$ cat config.mk
export PLATFORM = sky130hd
export DESIGN_NAME = rx_bit_timer
export DESIGN_NICKNAME = d
export VERILOG_FILES = /design/src/rtl/rx_pkg.sv /design/src/rtl/sync_rollover_counter.sv /design/src/rtl/rx_bit_timer.sv
export SDC_FILE = /design/constraint.sdc
export NUM_CORES = 1
export LEC_CHECK = 0
export ABC_CLOCK_PERIOD_IN_PS = 2700
export CORE_MARGIN = 4
export CORE_UTILIZATION = 48
export DETAILED_ROUTE_END_ITERATION = 7
export PLACE_DENSITY_LB_ADDON = 0.2
export REMOVE_ABC_BUFFERS = 1
export SLEW_MARGIN = 20
export SYNTH_ARGS = -nofsm -noshare
export SYNTH_HDL_FRONTEND = slang
export SYNTH_HIERARCHICAL = 1
export SYNTH_SLANG_ARGS = --single-unit
$ cat constraint.sdc
create_clock -name clk -period 2.7 [get_ports clk]
set_clock_uncertainty 0.05 [all_clocks]
set_input_delay 0.54 -clock clk [delete_from_list [all_inputs] [get_ports clk]]
set_output_delay 0.54 -clock clk [all_outputs]
set_load 0.02 [all_outputs]
$ cat src/rtl/rx_pkg.sv
// Shared types and constants for the receive bit-timing path.
package rx_pkg;

    // Bit-timer FSM states.
    typedef enum logic [1:0] {
        IDLE,
        HALF,
        RUN,
        DONE
    } rx_timer_state_t;

    // The first sample point sits this fraction of a bit period after the start request.
    localparam int unsigned HALF_DIVISOR = 2;

    // Clock cycles from the start request to mid-bit.
    function automatic int unsigned half_period(input int unsigned clks_per_bit);
        return clks_per_bit / HALF_DIVISOR;
    endfunction

endpackage

$ cat src/rtl/sync_rollover_counter.sv
// Up-counter with synchronous clear and a programmable rollover value.
// When enabled at rollover_val it wraps to zero instead of incrementing.
// rollover_flag reports that count_out currently equals rollover_val, so the
// parent can either use it as a wrap indication (while enabled) or as a
// "terminal value reached" status.
module sync_rollover_counter #(
    parameter int unsigned WIDTH = 4
) (
    input  logic             clk,
    input  logic             rst,
    input  logic             clear,
    input  logic             count_enable,
    input  logic [WIDTH-1:0] rollover_val,
    output logic [WIDTH-1:0] count_out,
    output logic             rollover_flag
);

    logic [WIDTH-1:0] count_q;
    logic [WIDTH-1:0] count_d;
    logic             at_rollover;

    assign at_rollover   = (count_q == rollover_val);
    assign rollover_flag = at_rollover;
    assign count_out     = count_q;

    // Next count: clear wins over enable; wrap at the rollover value.
    always_comb begin
        count_d = count_q;
        if (clear) begin
            count_d = '0;
        end else if (count_enable) begin
            if (at_rollover) begin
                count_d = '0;
            end else begin
                count_d = count_q + WIDTH'(1'b1);
            end
        end
    end

    // Count register with synchronous reset.
    always_ff @(posedge clk) begin
        if (rst) begin
            count_q <= '0;
        end else begin
            count_q <= count_d;
        end
    end

endmodule

$ cat src/rtl/rx_bit_timer.sv
// Receive bit-timing controller. After a start request it waits half a bit to
// reach mid-bit, then issues one sample strobe per bit period until a full
// frame has been sampled, and pulses frame_done together with the last strobe.
// One rollover counter measures the bit period, a second counts strobes.
module rx_bit_timer
    import rx_pkg::*;
#(
    parameter int unsigned CLKS_PER_BIT   = 8,
    parameter int unsigned BITS_PER_FRAME = 8,
    parameter int unsigned CNT_BITS       = 4,
    parameter int unsigned IDX_BITS       = 4
) (
    input  logic                clk,
    input  logic                rst,
    input  logic                start,
    input  logic                abort,
    output logic                busy,
    output logic                sample_strobe,
    output logic [IDX_BITS-1:0] bit_count,
    output logic                frame_done
);

    localparam int unsigned HALF_CLKS = half_period(CLKS_PER_BIT);

    // Last period-counter value in the half-bit and full-bit phases.
    localparam logic [CNT_BITS-1:0] HALF_LAST = CNT_BITS'(HALF_CLKS - 1);
    localparam logic [CNT_BITS-1:0] BIT_LAST  = CNT_BITS'(CLKS_PER_BIT - 1);

    // Strobe count of a complete frame, and the count just before the final strobe.
    localparam logic [IDX_BITS-1:0] FRAME_LEN  = IDX_BITS'(BITS_PER_FRAME);
    localparam logic [IDX_BITS-1:0] FRAME_LAST = IDX_BITS'(BITS_PER_FRAME - 1);

    rx_timer_state_t state_q, state_d;

    logic busy_q, busy_d;
    logic strobe_q, strobe_d;
    logic done_q, done_d;

    // Period counter interface.
    logic                per_clear;
    logic                per_enable;
    logic [CNT_BITS-1:0] per_count;
    logic                per_wrap;

    // Bit counter interface.
    logic                bit_clear;
    logic                bit_enable;
    logic [IDX_BITS-1:0] bit_count_int;
    logic                bit_full;

    // Derived sequencing events.
    logic counting;
    logic half_exit;
    logic run_wrap;
    logic strobe_event;
    logic last_bit;

    // The period counter runs only while timing a bit; it is held at zero in
    // IDLE and DONE, and on abort.
    assign counting  = (state_q == HALF) || (state_q == RUN);
    assign half_exit = (state_q == HALF) && (per_count == HALF_LAST);
    assign run_wrap  = (state_q == RUN) && per_wrap;

    // A strobe is due at mid-bit on leaving HALF and at every full-period wrap.
    assign strobe_event = !abort && (half_exit || run_wrap);

    // The strobe being issued now is the Nth one of the frame.
    assign last_bit = (bit_count_int == FRAME_LAST);

    // Leaving HALF restarts the period count from zero for the first full bit;
    // in RUN the counter wraps on its own at BIT_LAST.
    assign per_clear  = (state_q == IDLE) || (state_q == DONE) || abort || half_exit;
    assign per_enable = counting;

    // bit_count survives through DONE and is cleared on the way back to IDLE.
    // The full guard keeps it from ever stepping past the frame length.
    assign bit_clear  = (state_q == IDLE) || (state_q == DONE) || abort;
    assign bit_enable = strobe_event && !bit_full;

    sync_rollover_counter #(
        .WIDTH (CNT_BITS)
    ) u_period_counter (
        .clk           (clk),
        .rst           (rst),
        .clear         (per_clear),
        .count_enable  (per_enable),
        .rollover_val  (BIT_LAST),
        .count_out     (per_count),
        .rollover_flag (per_wrap)
    );

    sync_rollover_counter #(
        .WIDTH (IDX_BITS)
    ) u_bit_counter (
        .clk           (clk),
        .rst           (rst),
        .clear         (bit_clear),
        .count_enable  (bit_enable),
        .rollover_val  (FRAME_LEN),
        .count_out     (bit_count_int),
        .rollover_flag (bit_full)
    );

    // Next-state and registered-output decode; abort outranks sequencing.
    always_comb begin
        state_d  = state_q;
        strobe_d = 1'b0;
        done_d   = 1'b0;
        unique case (state_q)
            IDLE: begin
                if (start && !abort) begin
                    state_d = HALF;
                end
            end
            HALF, RUN: begin
                if (abort) begin
                    state_d = IDLE;
                end else if (strobe_event) begin
                    strobe_d = 1'b1;
                    if (last_bit) begin
                        state_d = DONE;
                        done_d  = 1'b1;
                    end else begin
                        state_d = RUN;
                    end
                end
            end
            DONE: begin
                // Single completion cycle; start is not looked at here.
                state_d = IDLE;
            end
            default: begin
                state_d = IDLE;
            end
        endcase
        busy_d = (state_d != IDLE);
    end

    // State and output registers with synchronous reset.
    always_ff @(posedge clk) begin
        if (rst) begin
            state_q  <= IDLE;
            busy_q   <= 1'b0;
            strobe_q <= 1'b0;
            done_q   <= 1'b0;
        end else begin
            state_q  <= state_d;
            busy_q   <= busy_d;
            strobe_q <= strobe_d;
            done_q   <= done_d;
        end
    end

    assign busy          = busy_q;
    assign sample_strobe = strobe_q;
    assign frame_done    = done_q;
    assign bit_count     = bit_count_int;

endmodule
Yosys cells after proc, flatten, opt, wreduce, memory -nomap -nowiden
Index checks and enable logic that the tools add are counted.
{"block": "op_classes", "add_sub_neg": 2, "n_eq_ne": 7, "mux": 9, "bitwise": 2, "reduce_logical": 19}
{"operator": "$add A4 B1 Y4 const B", "count": 2}
{"operator": "$eq A4 B3 Y1 const B", "count": 2}
{"operator": "$mux W4", "count": 2}
{"operator": "$mux W2", "count": 3}
{"operator": "$pmux W2 S3", "count": 1}
{"operator": "$reduce_or A2 Y1", "count": 3}
{"operator": "$logic_and A1 B1 Y1", "count": 5}
{"operator": "$logic_or A1 B1 Y1", "count": 5}
{"operator": "$eq A2 B2 Y1 const B", "count": 2}
{"operator": "$eq A4 B2 Y1 const B", "count": 1}
{"operator": "$eq A4 B4 Y1 const B", "count": 1}
{"operator": "$reduce_or A4 Y1", "count": 1}
{"operator": "$mux W1", "count": 3}
{"operator": "$reduce_or A3 Y1", "count": 1}
{"operator": "$eq A2 B1 Y1 const B", "count": 1}
{"operator": "$logic_not A1 Y1", "count": 2}
{"operator": "$logic_not A2 Y1", "count": 1}
{"operator": "$not A1 Y1", "count": 2}
{"operator": "$reduce_bool A2 Y1", "count": 1}
{"block": "word_totals", "ff_bits": 13, "out_inout_bits": 7}

Longest topological paths before layout
{"block": "logic_depth", "depth_word": 8, "ltp_mapped": 8}

Modules after synthesis
Netlist, hierarchy kept.
{"module": "sync_rollover_counter", "n_inst": 2, "cells_each": 28, "area_per_inst_um2": 307.8, "seq_area_each_um2": 80.1}
{"module": "rx_bit_timer", "n_inst": 1, "cells_each": 35, "area_per_inst_um2": 336.6, "seq_area_each_um2": 100.1}

Worst setup path after synthesis
OpenSTA, ideal clock, no wires.
{"block": "synth_timing", "path_kind": "register to register", "startpoint": "register u_period_counter.count_q[1] (netlist: u_period_counter/count_out[1])", "endpoint": "register u_bit_counter.count_q[3] (netlist: u_bit_counter/count_out[3])", "setup_ns": 0.079, "t_arrival_ns": 2.064, "path_slack_ns": 0.506, "path_stages_with_launch": 9, "n_path_buf": 0, "cell_sequence": "dfxtp_1 > xor2_2 > nor4_2 > nand2_1 > o22ai_1 > nor2b_1 > nand4_1 > xor2_1 > a211oi_2"}
{"block": "synth_between", "elab_chain_cells": 5, "word_cells_on_any_way": 7}
{"element": "start, declared", "line_no": "sync_rollover_counter.sv:18", "source": "logic [WIDTH-1:0] count_q;"}
{"element": "start signal, assigned", "line_no": "sync_rollover_counter.sv:45", "source": "count_q <= count_d;"}
{"element": "$eq A4 B3 Y1", "line_no": "sync_rollover_counter.sv:22", "source": "assign at_rollover = (count_q == rollover_val);"}
{"element": "named net per_wrap", "line_no": "rx_bit_timer.sv:43", "source": "logic per_wrap;"}
{"element": "$logic_and A1 B1 Y1", "line_no": "rx_bit_timer.sv:62", "source": "assign run_wrap = (state_q == RUN) && per_wrap;"}
{"element": "$logic_or A1 B1 Y1", "line_no": "rx_bit_timer.sv:65", "source": "assign strobe_event = !abort && (half_exit || run_wrap);"}
{"element": "$logic_and A1 B1 Y1", "line_no": "rx_bit_timer.sv:65"}
{"element": "$logic_and A1 B1 Y1", "line_no": "rx_bit_timer.sv:78", "source": "assign bit_enable = strobe_event && !bit_full;"}
{"element": "named net bit_enable", "line_no": "rx_bit_timer.sv:47", "source": "logic bit_enable;"}
{"element": "end signal, assigned", "line_no": "sync_rollover_counter.sv:45"}
{"element": "end, declared", "line_no": "sync_rollover_counter.sv:18"}
The timed path passes the listed nets, and every way through them passes these cells.
A chain may end at the register's enable or synchronous reset.

Final worst setup path
Same ends and word-level chain as after synthesis.

==> impl_results.md <==
- Status: completed
- CTS tree: done
- Vias per cell: ~5.2
- Final-layout fill cell count: 149
- RSZ-0062 raised after global routing: no
- Total core area: approximately 1800 µm²
- Chip width: 52.54 µm
- Hold Path Class: flip-flop to flip-flop
- Maximum clock insertion buffer count: 2
- Worst setup SP type: flip-flop
- Cell Area, Synth: 952.2 µm²
- Largest family of logic cells by synthesized area: simple AND/OR/NAND/NOR gates
- Final worst path period share: 0.8545
- Initial Util: 0.5285
- Worst-path clk slew: 80 ps
- Clk sink count: 13
- CTS H-tree lvls: 1
- Post-route ant nets: 0
- DR DRC count: 0
- Worst Path Required: 2850 ps
- Worst setup path class: flip-flop to flip-flop
- CP max FO: 8
- Setup_tns: 0 ps
- Vias in the first global route: 706
- Largest net degree at the start of global routing: 10
- Final Hold Viols: 0
- Max_cap viols: 0
- Synth top area cells: dfxtp_1 27%, xor2_2 14%, o41ai_1 7.4%, ha_1 6.6%, or2b_1 4.7%
- Die ar.: approximately 2800 µm²
- Adder-cell area share of the yosys netlist: 0.06570
- Layout cells sized above 1: 0.2212
- Final setup viols: 0
- Top cell type's share of synthesized area: 0.2733
- Syn_area_per_cell: around 10 µm²
- 1st-iter DRT viols: 13
- Critical Path Sink Type: flip-flop
- Clock insertion delay at the later pin of the skew report: 270 ps
- Most frequent cells after synthesis: 13 x dfxtp_1, 8 x o41ai_1, 8 x xor2_2
- Number of flops mapped to enable cells by yosys: 0
- # IOs: 11
- Post-Synth XOR/XNOR Area: 0.1551
- Die Y: 52.54 µm
- DP Cell Count: between 100 and 150
- Top FF cell, synth: dfxtp_1
- Total GRT Usage: 0.1479
- IO buf count: 10
- Seq/Total Area, Yosys: 0.2733
- Cts repair resizes: 0
- P_leak: 0.4437 nW
- Post-CTS Setup Bufs: 0
- Diodes inserted: 0
- Non-Filler Instances: 138
- Post-synthesis mux area share: 0.01051
- Synth Area in Simple Gates: 0.2983
- Detailed placement HPWL: 1.327 mm
- Final RePlAce weighted congestion: 0.8492
- Fmax: 433.4 MHz
- Count leader, synth: dfxtp_1
- Worst-path cell chain: xor2_2, nor4_2, nand2_1, o22ai_1, nor2b_1, buf_4, nand4_1, xor2_1, a211oi_2
- Final WL: 1.690 mm
- WP data arrival: 2450 ps
- CP delay by family, top: simple AND/OR/NAND/NOR gates
- Min cycle time layout: 2307 ps
- Std cell rows: 15
- CTS Buf Count: 3
- Pwr per Cell Area: 313.5 nW/µm²
- Synth area leader: dfxtp_1
- Yosys warns: 6
- WL/cell: 12.25 µm
- Asr flop ratio synth: 0
- CTS root buffer: clkbuf_4
- Worst path slowest cell: dfxtp_1
- Crit path buf inv count: 1
- Wire length of the first global-routing pass: between 3 and 4 mm
- #FFs+latches synth: 13
- Vias: 716
- Layout Nets: 123
- Total grt overflow: 0
- Worst stage delay on the critical path: 480 ps
- Hold Buf Count CTS: 0
- Synth Area in Compound Gates: 0.1813
- Peak supply drop: 0.2974 mV
- Pins Over Slew Limit: 0
- First drt pass iteration count: 4
- Initial antenna violation count: 0
- Cell variety after synth: 33
- Gate Count Post-Synth: 91
- Area grow syn2layout: 20.50%
==> path summary, 6_finish.rpt <==
path / endpoint / from / slack [ps] / depth (start not counted)
hold / removal: state_q[0] / state_q[0] / 550 / 2
setup / recovery: u_bit_counter/count_out[3] / u_period_counter/count_out[1] / 390 / 9
hold reg to reg: state_q[0] / state_q[0] / 550 / 2
setup reg to reg: u_bit_counter/count_out[3] / u_period_counter/count_out[1] / 390 / 9
==> logic make-up (layout without fill, tap and decap cells) <==
logic type | Yosys count | count (layout)
AOI/OAI and AO/OA | 21 | 21
DFF | 13 | 13
and+or+nand+nor | 37 | 37
muxes | 1 | 1
xor gates and xnor gates | 10 | 10
other | 2 | 8
adders and majority gates | 5 | 5
buffers and inverters | 2 | 18
==> worst reg2reg max path, stage by stage, from the launching register on <==
cell and delay (ps):
dfxtp_1 480, xor2_2 160, nor4_2 360, nand2_1 180
o22ai_1 240, nor2b_1 190, buf_4 160, nand4_1 110
xor2_1 180, a211oi_2 130
==> through the flow <==
stage / area, µm² / setup WS (ps) / total power [W] / util / hold WS, ps
finish: 1147 / 392.8 / 0.0003597 / 0.6368 / 548.5
global route: 1147 / 116.0 / 0.0003782 / 0.6368 / 613.9
CTS: 1147 / 382.9 / 0.0003639 / 0.6368 / 553.2
detailed placement: 1121 / 370.4 / 0.0002466 / 0.6222 / 538.3
global placement: 1121 / 444.4 / 0.0002458 / 0.6222 / 507.0
floorplan: 974.7 / 506.3 / 0.0002323 / - / 459.3
==> power breakdown <==
part / switching [W] / internal, W / total, W
clock: 0.0000599 / 0.0000572 / 0.000117
sequential: 0.00000128 / 0.000194 / 0.000195
combinational: 0.0000296 / 0.0000179 / 0.0000475
==> per-layer routing <==
metal,GRT usage,part of all wire,up-vias
li1,-,-,370
met1,0.1853,0.50,331
met2,0.2335,0.46,13
met3,0.05128,0.035,2
met4,0.05106,0.0077,0
met5,0,0,-
==> sequential cells by signal, summed over array words and instances, names as in the netlist <==
signal,flops
state_q,2
sample_strobe,1
frame_done,1
busy,1
u_period_counter/count_out,4
u_bit_counter/count_out,4
==> placed cells by master, fill, tap and decap left out, types with 2 or more instances in the layout <==
cell	n
dfxtp_1	13
clkdlybuf4s50_1	10
xor2_2	8
conb_1	8
o41ai_1	8
or2b_1	6
nor2b_1	5
ha_1	5
a21oi_1	4
nand2_1	3
and2b_1	3
clkbuf_4	3
inv_1	2
o22ai_1	2
nor4_1	2
buf_4	2
nor4_2	2
and2_1	2
or2_2	2
nand4_1	2
xor2_1	2
a211oi_2	2
and3b_2	2
a31oi_1	2
==> final cells by class <==
type,instances,area (µm²),area share
Inverter,2,7.507,0.006543
Timing Repair Buffer,12,115.1,0.1003
Clock buffer,4,26.28,0.02290
Tap cell,25,31.28,0.02726
Multi-Input combinational cell,82,706.9,0.6161
Sequential cell,13,260.3,0.2268
Note: power is estimated with default switching activity, not from simulation.
